<file path="config.mk">
export PLATFORM = sky130hd
export DESIGN_NAME = id_ex_stage_elastic
export DESIGN_NICKNAME = d
export VERILOG_FILES = /design/src/rtl/pipe_pkg.sv /design/src/rtl/stage_entry_reg.sv /design/src/rtl/id_ex_stage_elastic.sv
export SDC_FILE = /design/constraint.sdc
export NUM_CORES = 1
export LEC_CHECK = 0
export ABC_AREA = 1
export BUFFER_PORTS_ARGS = -buffer_cell sky130_fd_sc_hd__clkbuf_2
export CAP_MARGIN = 20
export CORE_UTILIZATION = 40
export CTS_CLUSTER_DIAMETER = 150
export DETAILED_ROUTE_END_ITERATION = 10
export GPL_ROUTABILITY_DRIVEN = 0
export GPL_TIMING_DRIVEN = 0
export PLACE_DENSITY = 0.68
export SYNTH_ARGS = -nofsm -noshare
export SYNTH_HDL_FRONTEND = slang
export SYNTH_SLANG_ARGS = --single-unit
</file>
<file path="constraint.sdc">
create_clock -name clk -period 2.7 [get_ports clk]
set_input_delay 0.135 -clock clk [delete_from_list [all_inputs] [get_ports clk]]
set_output_delay 0.135 -clock clk [all_outputs]
set_load 0.02 [all_outputs]
</file>
<file path="src/rtl/pipe_pkg.sv">
// Shared types for the ID->EX elastic stage: FSM state encoding, control
// bundle layout, bubble constant and a saturating counter helper.
package pipe_pkg;

  typedef enum logic [1:0] {
    ST_EMPTY = 2'd0,
    ST_BUSY  = 2'd1,
    ST_FULL  = 2'd2
  } stage_state_t;

  // Control bits carried from decode to execute, MSB first.
  typedef struct packed {
    logic       reg_write;
    logic       mem_write;
    logic       mem_to_reg;
    logic       flag_write;
    logic [1:0] alu_src;
    logic [2:0] alu_op;
  } id_ex_ctrl_t;

  localparam int unsigned ID_EX_CTRL_W = $bits(id_ex_ctrl_t);
  localparam int unsigned PERF_W       = 32;

  // All-zero control word: a bubble that writes nothing and touches no memory.
  localparam id_ex_ctrl_t BUBBLE_CTRL = '0;

  // Add a small increment to a counter, sticking at all-ones instead of wrapping.
  function automatic logic [PERF_W-1:0] sat_add(input logic [PERF_W-1:0] a,
                                                input logic [1:0]        b);
    logic [PERF_W:0] sum;
    sum = {1'b0, a} + {{(PERF_W-1){1'b0}}, b};
    return sum[PERF_W] ? {PERF_W{1'b1}} : sum[PERF_W-1:0];
  endfunction

endpackage

</file>
<file path="src/rtl/stage_entry_reg.sv">
// One held pipeline entry (control + data payload). Load captures a new
// entry; clear turns the held control into a bubble and leaves data alone.
module stage_entry_reg
  import pipe_pkg::*;
#(
  parameter int unsigned CTRL_W = ID_EX_CTRL_W,
  parameter int unsigned PAY_W  = 256
) (
  input  logic              clk,
  input  logic              rst_n,
  input  logic              load_i,
  input  logic              clr_i,
  input  logic [CTRL_W-1:0] ctrl_i,
  input  logic [PAY_W-1:0]  data_i,
  output logic [CTRL_W-1:0] ctrl_o,
  output logic [PAY_W-1:0]  data_o
);

  logic [CTRL_W-1:0] ctrl_q, ctrl_d;
  logic [PAY_W-1:0]  data_q, data_d;

  // Next entry contents: clear wins over load.
  always_comb begin
    ctrl_d = ctrl_q;
    data_d = data_q;
    if (clr_i) begin
      ctrl_d = CTRL_W'(BUBBLE_CTRL);
    end else if (load_i) begin
      ctrl_d = ctrl_i;
      data_d = data_i;
    end
  end

  // Entry storage with asynchronous clear.
  always_ff @(posedge clk or negedge rst_n) begin
    if (!rst_n) begin
      ctrl_q <= '0;
      data_q <= '0;
    end else begin
      ctrl_q <= ctrl_d;
      data_q <= data_d;
    end
  end

  assign ctrl_o = ctrl_q;
  assign data_o = data_q;

endmodule

</file>
<file path="src/rtl/id_ex_stage_elastic.sv">
// Elastic ID->EX pipeline register with a 2-entry skid buffer (MAIN drives
// the outputs, SKID catches the entry that arrives as EX stalls), so stalls
// never reach upstream combinationally. Flush squashes everything held.
// Optional performance counters are built when ID_EX_STAGE_PERF_EN is defined;
// otherwise perf_stall/perf_flush are tied to zero.
module id_ex_stage_elastic
  import pipe_pkg::*;
#(
  parameter int unsigned CTRL_W   = ID_EX_CTRL_W,
  parameter int unsigned DATA_W   = 64,
  parameter int unsigned NUM_DATA = 4
) (
  input  logic                       clk,
  input  logic                       reset,
  input  logic                       flush,
  input  logic                       in_valid,
  output logic                       in_ready,
  input  logic [CTRL_W-1:0]          in_ctrl,
  input  logic [NUM_DATA*DATA_W-1:0] in_data,
  output logic                       out_valid,
  input  logic                       out_ready,
  output logic [CTRL_W-1:0]          out_ctrl,
  output logic [NUM_DATA*DATA_W-1:0] out_data,
  output logic [PERF_W-1:0]          perf_stall,
  output logic [PERF_W-1:0]          perf_flush
);

  localparam int unsigned PAY_W = NUM_DATA * DATA_W;

  stage_state_t state_q, state_d;

  logic              in_fire;
  logic              out_fire;
  logic              main_load;
  logic              main_clr;
  logic              main_from_skid;
  logic              skid_load;
  logic              skid_clr;
  logic [CTRL_W-1:0] main_ctrl_in;
  logic [PAY_W-1:0]  main_data_in;
  logic [CTRL_W-1:0] skid_ctrl;
  logic [PAY_W-1:0]  skid_data;

  // Handshake flags decode straight from the state register.
  assign out_valid = (state_q != ST_EMPTY);
  assign in_ready  = (state_q != ST_FULL);
  assign in_fire   = in_valid & in_ready;
  assign out_fire  = out_valid & out_ready;

  // State register.
  always_ff @(posedge clk or negedge reset) begin
    if (!reset) begin
      state_q <= ST_EMPTY;
    end else begin
      state_q <= state_d;
    end
  end

  // Next state and entry load/clear strobes. MAIN is cleared whenever the
  // stage goes empty so out_ctrl reads as a bubble straight from the register.
  always_comb begin
    state_d        = state_q;
    main_load      = 1'b0;
    main_clr       = 1'b0;
    main_from_skid = 1'b0;
    skid_load      = 1'b0;
    skid_clr       = 1'b0;
    if (flush) begin
      state_d  = ST_EMPTY;
      main_clr = 1'b1;
      skid_clr = 1'b1;
    end else begin
      case (state_q)
        ST_EMPTY: begin
          if (in_fire) begin
            state_d   = ST_BUSY;
            main_load = 1'b1;
          end
        end
        ST_BUSY: begin
          if (in_fire && out_fire) begin
            main_load = 1'b1;
          end else if (in_fire) begin
            state_d   = ST_FULL;
            skid_load = 1'b1;
          end else if (out_fire) begin
            state_d  = ST_EMPTY;
            main_clr = 1'b1;
          end
        end
        ST_FULL: begin
          if (out_fire) begin
            state_d        = ST_BUSY;
            main_load      = 1'b1;
            main_from_skid = 1'b1;
          end
        end
        default: begin
          state_d  = ST_EMPTY;
          main_clr = 1'b1;
          skid_clr = 1'b1;
        end
      endcase
    end
  end

  // MAIN refills from SKID when draining a full stage, else from upstream.
  always_comb begin
    main_ctrl_in = in_ctrl;
    main_data_in = in_data;
    if (main_from_skid) begin
      main_ctrl_in = skid_ctrl;
      main_data_in = skid_data;
    end
  end

  stage_entry_reg #(
    .CTRL_W (CTRL_W),
    .PAY_W  (PAY_W)
  ) u_main (
    .clk    (clk),
    .rst_n  (reset),
    .load_i (main_load),
    .clr_i  (main_clr),
    .ctrl_i (main_ctrl_in),
    .data_i (main_data_in),
    .ctrl_o (out_ctrl),
    .data_o (out_data)
  );

  stage_entry_reg #(
    .CTRL_W (CTRL_W),
    .PAY_W  (PAY_W)
  ) u_skid (
    .clk    (clk),
    .rst_n  (reset),
    .load_i (skid_load),
    .clr_i  (skid_clr),
    .ctrl_i (in_ctrl),
    .data_i (in_data),
    .ctrl_o (skid_ctrl),
    .data_o (skid_data)
  );

`ifdef ID_EX_STAGE_PERF_EN
  logic [PERF_W-1:0] stall_q, stall_d;
  logic [PERF_W-1:0] flush_q, flush_d;
  logic [1:0]        squashed;

  // Entries lost to a flush: everything held minus one consumed this cycle.
  always_comb begin
    squashed = 2'd0;
    case (state_q)
      ST_BUSY: squashed = 2'd1;
      ST_FULL: squashed = 2'd2;
      default: squashed = 2'd0;
    endcase
    if (out_fire) begin
      squashed = squashed - 2'd1;
    end
    stall_d = sat_add(stall_q, {1'b0, out_valid & ~out_ready});
    flush_d = flush ? sat_add(flush_q, squashed) : flush_q;
  end

  // Saturating performance counters, cleared only by reset.
  always_ff @(posedge clk or negedge reset) begin
    if (!reset) begin
      stall_q <= '0;
      flush_q <= '0;
    end else begin
      stall_q <= stall_d;
      flush_q <= flush_d;
    end
  end

  assign perf_stall = stall_q;
  assign perf_flush = flush_q;
`else
  assign perf_stall = '0;
  assign perf_flush = '0;
`endif

endmodule

</file>
==> results.sh, run 1 <==
export IMPL_status="completed"
export IMPL_antenna_found_initial=10
export IMPL_route_detailed_drc=0
export IMPL_cp_max_fo=10
export IMPL_num_vias=24400
export IMPL_ctsHoldBuffers=268
export IMPL_drv_cap=0
export IMPL_synth_compound_area_share_pct=0.0607
export IMPL_cts_tree="built"
export IMPL_post_cts_resized=0
export IMPL_setup_viol=0
export IMPL_routedWlPerCell_um=16.5
export IMPL_die_w_um=251
export IMPL_multi_input_area_um2=10000
export IMPL_post_route_period_util_pct=76.9
export IMPL_die_y_um=251
export IMPL_io_buffers=535
export IMPL_track_usage_pct=25.9
export IMPL_netlist_area_um2=24700
export IMPL_clock_skew_final_ns=0.0145
export IMPL_holdCritPathClass="primary input to asynchronous set/reset pin"
export IMPL_vias_per_cell=4.87
export IMPL_dp_hpwl_um=58300
export IMPL_ant_nets=0
export IMPL_io_pins=601
export IMPL_cts_reportedPaths_clkPinSlew_ns=0.06
export IMPL_synth_seq_cells=532
export IMPL_synth_cell_types=19
export IMPL_crit_reg2reg_launch="state_q[1]"
export IMPL_fin_util_pct=55.3
export IMPL_final_setup_tns_ns=0
export IMPL_rows=90
export IMPL_netlist_top_cells_count="nand2_1 (2114), dfrtp_1 (532), nand4_1 (266)"
export IMPL_die_area_um2=62900
export IMPL_cts_root_buf="clkbuf_16"
export IMPL_nets=4453
export IMPL_postCtsSetupBuffers=0
export IMPL_reg2reg_to="u_skid.data_o[86]"
export IMPL_min_period_ns=2.08
export IMPL_cp_end_kind="flop"
export IMPL_grt_pass1_vias=23700
export IMPL_cp_start_kind="flop"
export IMPL_slew_headroom_pct=56.2
export IMPL_drt_wl_total_um=82900
export IMPL_htree_levels=2
export IMPL_grt_max_degree=117
export IMPL_synth_edf_count=0
export IMPL_avgSynthCellArea_um2=7.61
export IMPL_drtIter0Drc=1813
export IMPL_synth_area_mux_share_pct=0
export IMPL_asyncSetResetFlopFracSynth_pct=100
export IMPL_crit_required_ns=3.25
export IMPL_fillerInstances=5589
export IMPL_cts_made_buffers=58
export IMPL_clock_fmax_mhz=482
export IMPL_drive_gt1_share_pct=21.1
export IMPL_p_leak_nw=19.2
export IMPL_synth_xor_area_share_pct=0
export IMPL_syn_inst=3252
export IMPL_path_class="flop to flop"
export IMPL_start_util_pct=40.8
export IMPL_power_density_nw_per_um2=810
export IMPL_synth_top_area_share_pct=53.8
export IMPL_r2r_slack_ns=0.62
export IMPL_yosys_area_share_simple_pct=39.4
export IMPL_hold_viol_final=0
export IMPL_clock_path_buffers=3
export IMPL_synth_most_common_cell="nand2_1"
export IMPL_seq_area_um2=13300
export IMPL_clk_latency_ns=0.61
export IMPL_dr_pass1_iters=7
export IMPL_synth_fa_ha_area_share_pct=0
export IMPL_rsz0062_at_grt="false"
export IMPL_synth_warnings=0
export IMPL_grt_pass1_wl_um=130000
export IMPL_synth_area_leaders="dfrtp_1 (54%), nand2_1 (32%), nand4_1 (6.7%), buf_2 (3.4%), buf_4 (2.1%)"
export IMPL_slew_violations=0
export IMPL_arrival_ns=2.62
export IMPL_ir_worst_vdd_v=0.000589
export IMPL_area_delta_synth_final_pct=35.6
export IMPL_ys_flop_type="dfrtp_1"
export IMPL_synth_top_family_by_area="simple AND/OR/NAND/NOR gates"
export IMPL_core_area_um2=60700
export IMPL_grt_overflow=0
export IMPL_max_slew_worst_pin_slew_ns=0.655
export IMPL_clkSinkCount=532
export IMPL_reg2reg_depth=7
export IMPL_ys_seq_area_share_pct=53.8
export IMPL_synth_largest_area_cell="dfrtp_1"
-- layer usage --
metal | GRT usage, % | part of all wire (%)
met5 | 0 | 0.033
met4 | 9.83 | 3.5
met3 | 6.07 | 7.7
met2 | 42.7 | 47
met1 | 33.1 | 41
-- cells in the final DEF (no fill, tap or decap) --
cell type,count
a21oi_1,1
inv_2,3
buf_6,6
clkbuf_16,59
buf_4,70
clkinv_2,15
conb_1,64
clkbuf_8,18
nand3_1,21
nand2_1,2114
clkbuf_2,534
inv_6,2
buf_1,12
clkbuf_1,48
bufinv_16,7
dlygate4sd3_1,268
inv_8,1
nand2_2,1
nor2_4,1
nand4_1,266
buf_16,5
inv_1,4
nor2_1,5
buf_2,166
nand3b_1,1
dfrtp_1,532
clkinvlp_4,2
clkinv_1,1
o21ai_0,2
clkinv_4,1
diode_2,7
-- worst max-delay path, cell delays in order (launching register included) --
cell and delay, ns:
dfrtp_1 0.37, nor2_1 0.16, nand4_1 0.46, inv_2 0.27
buf_4 0.29, buf_2 0.28, nand2_1 0.10, nand2_1 0.07
-- how the worst max path moves through the flow --
stage / start / end / slack (ns)
after detailed placement: state_q[1] / u_skid.data_o[86] / 0.54
final: state_q[1] / u_skid.data_o[86] / 0.62
after global routing: state_q[1] / u_skid.data_o[70] / 0.33
after floorplan: state_q[0] / u_main.data_o[174] / 1.31
after global placement: reset / u_main.data_o[160] / -11.10
after CTS: state_q[1] / u_skid.data_o[61] / 0.53
-- sequential cells by signal, summed over array words and instances (netlist names) --
register,count
u_main.data_o,256
u_skid.data_o,256
u_main.ctrl_o,9
u_skid.ctrl_o,9
state_q,2
-- per-stage QoR --
| step | setup slack [ns] | cells | hold slack, ns | power (mW) | cell area, µm² |
|---|---|---|---|---|---|
| detailed placement | 0.541 | 4637 | 0.189 | 18.3 | 28800 |
| finish | 0.624 | 5019 | 0.100 | 27.2 | 33500 |
| CTS | 0.527 | 5012 | 0.0682 | 27.3 | 33500 |
| floorplan | 1.31 | 3315 | -0.161 | 15.7 | 25000 |
| global placement | -11.10 | 4632 | 0.345 | 18.2 | 28600 |
| global route | 0.335 | 5019 | 0.109 | 28.6 | 33500 |
-- cells by family (layout without fill, tap and decap cells) --
kind of cell	after synthesis	count (layout)
and+or+nand+nor	2409	2409
DFF	532	532
buffers and inverters	307	1222
AOI/OAI and AO/OA	3	3
other	1	71
-- power breakdown --
part / internal (mW) / switching, mW
logic: 2.44 / 4.43
registers: 10.4 / 1.37
clock network: 5.12 / 3.41
-- final cells by class --
type,count,share of cell area [%]
multi-input cells,2476,29.8
repair buffers,808,16.4
clock buffers,79,5.13
plain buffers,299,4.88
diodes,7,0.0522
inverters,8,0.0895
clock inverters,28,1.01
well taps,782,2.92
flip-flops and latches,532,39.7
No activity file was read; power rests on OpenSTA's default activity.
==> run 2: changes to the inputs <==
==> constraint.sdc (replaced) <==
create_clock -name clk -period 2.1 [get_ports clk]
set_input_delay 0.105 -clock clk [delete_from_list [all_inputs] [get_ports clk]]
set_output_delay 0.105 -clock clk [all_outputs]
set_load 0.02 [all_outputs]
==> results.sh, run 2 (synthesis results as in run 1) <==
export IMPL_routedWlPerCell_um=16.5
export IMPL_cts_root_buf="clkbuf_16"
export IMPL_route_detailed_drc=0
export IMPL_cp_common_cell="buf_2"
export IMPL_clock_skew_final_ns=0.0138
export IMPL_die_w_um=251
export IMPL_clkSinkCount=532
export IMPL_whs_ns=0.0688
export IMPL_core_area_um2=60700
export IMPL_grt_max_degree=117
export IMPL_cp_end_kind="output pin"
export IMPL_ant_nets=0
export IMPL_drv_cap=0
export IMPL_start_util_pct=40.8
export IMPL_final_setup_tns_ns=0
export IMPL_power_density_nw_per_um2=1040
export IMPL_fillerInstances=5586
export IMPL_slew_headroom_pct=56.0
export IMPL_fin_util_pct=55.3
export IMPL_cp_max_fo=10
export IMPL_multi_input_area_um2=10000
export IMPL_power_internal_mw=23.1
export IMPL_hold_viol_final=0
export IMPL_final_cells=5022
export IMPL_crit_required_ns=2.00
export IMPL_power_mw=34.9
export IMPL_grt_pass1_wl_um=130000
export IMPL_cts_reportedPaths_clkPinSlew_ns=0.06
export IMPL_cp_start_kind="flop"
export IMPL_die_y_um=251
export IMPL_max_slew_worst_pin_slew_ns=0.657
export IMPL_dpl_cell_area_um2=28800
export IMPL_critical_path_top_delay_family="buffers and inverters"
export IMPL_slowest_stage="dfrtp_1"
export IMPL_rsz0062_at_grt="false"
export IMPL_die_area_um2=62900
export IMPL_crit_path_max_incr_delay_ns=0.34
export IMPL_nets=4456
export IMPL_drt_wl_total_um=83000
export IMPL_clock_fmax_mhz=507
export IMPL_antenna_found_initial=10
export IMPL_swShare_pct=33.9
export IMPL_place_inst=4637
export IMPL_dp_hpwl_um=58300
export IMPL_pwr_share_clk_pct=31.4
export IMPL_p_leak_nw=19.3
export IMPL_layout_setup_ws_ns=0.129
export IMPL_final_common_cell="nand2_1"
export IMPL_path_cells="buf_2 > buf_2 > nand2_1 > clkbuf_2"
export IMPL_clk_latency_ns=0.61
export IMPL_cts_tree="built"
export IMPL_post_route_period_util_pct=93.8
export IMPL_htree_levels=2
export IMPL_drtIter0Drc=1793
export IMPL_holdCritPathClass="primary input to asynchronous set/reset pin"
export IMPL_num_vias=24500
export IMPL_min_period_ns=1.97
export IMPL_r2r_slack_ns=0.14
export IMPL_grt_pass1_vias=23800
export IMPL_p_seq_share_pct=43.3
export IMPL_status="completed"
export IMPL_power_frac_comb_pct=25.3
export IMPL_vias_per_cell=4.87
export IMPL_post_place_ws_ns=-0.0591
export IMPL_drive_gt1_share_pct=21.2
export IMPL_grt_overflow=0
export IMPL_io_pins=601
export IMPL_rows=90
export IMPL_switchingPower_mw=11.9
export IMPL_path_class="flop to output pin"
export IMPL_clock_path_buffers=3
export IMPL_arrival_ns=1.87
export IMPL_area_delta_synth_final_pct=35.7
export IMPL_slew_violations=0
export IMPL_cts_made_buffers=58
export IMPL_track_usage_pct=25.9
export IMPL_final_cell_mix="nand2_1 (2114), clkbuf_2 (536), dfrtp_1 (532)"
export IMPL_seq_area_um2=13300
export IMPL_dr_pass1_iters=6
export IMPL_ir_worst_vdd_v=0.000757
export IMPL_io_buffers=535
export IMPL_design_area_um2=33600
export IMPL_setup_viol=0
export IMPL_cp_num_buf_inv=3
## run 2: worst register-to-register path, stage by stage, from the launching register on
cell and delay (ns):
dfrtp_1 0.34, buf_2 0.28, buf_2 0.44, clkbuf_1 0.47
nand4_1 0.17, nand2_1 0.11, nand2_1 0.06, nand2_1 0.06
## run 2: layout make-up
cell class | count | share of cell area [%]
Antenna cell | 7 | 0.0522
Clock inverter | 28 | 1.01
Tap cell | 782 | 2.91
Clock buffer | 79 | 5.13
Timing Repair Buffer | 811 | 16.5
Sequential cell | 532 | 39.6
Multi-Input combinational cell | 2476 | 29.8
Buffer | 299 | 4.90
Inverter | 8 | 0.0894
## run 2: path summary, 6_finish.rpt
check                           cells past startpoint          startpoint                  to
worst min-delay path                                2               reset   u_skid.data_o[32]
min in group clk                                    4           out_ready          state_q[1]
worst max-delay path                                4          state_q[1]            in_ready
max in group asynchronous                           5               reset  u_main.data_o[163]
worst max register to register                      7          state_q[1]   u_main.data_o[86]
worst min register to register                      2  u_main.data_o[185]  u_main.data_o[185]
## run 2: power groups by stage
stage,clock (mW),sequential [mW],combinational (mW)
finish,11.0,15.1,8.84
floorplan,0,16.4,3.75
global route,11.5,15.5,9.81
global placement,0,15.2,8.21
CTS,11.2,15.1,8.86
detailed placement,0,15.2,8.38
## run 2: metal layers
| layer | part of all wire (%) | GRT usage [%] | vias up |
|---|---|---|---|
| met1 | 41 | 33.1 | 11500 |
| met4 | 3.5 | 9.83 | 4 |
| met2 | 47 | 42.7 | 803 |
| met3 | 7.6 | 6.07 | 162 |
| met5 | 0.033 | 0 | - |
| li1 | - | - | 12000 |
## run 2: what timing repair did
item / 4_1_cts / 5_1_grt
resized for setup: 0 / 5
endpoints found under the hold margin: 599 / 0
buffers inserted: 3 / 0
pin swaps: 1 / 0
gates cloned: 0 / 0
hold buffers: 268 / 0
endpoints found under the setup margin: 171 / 131
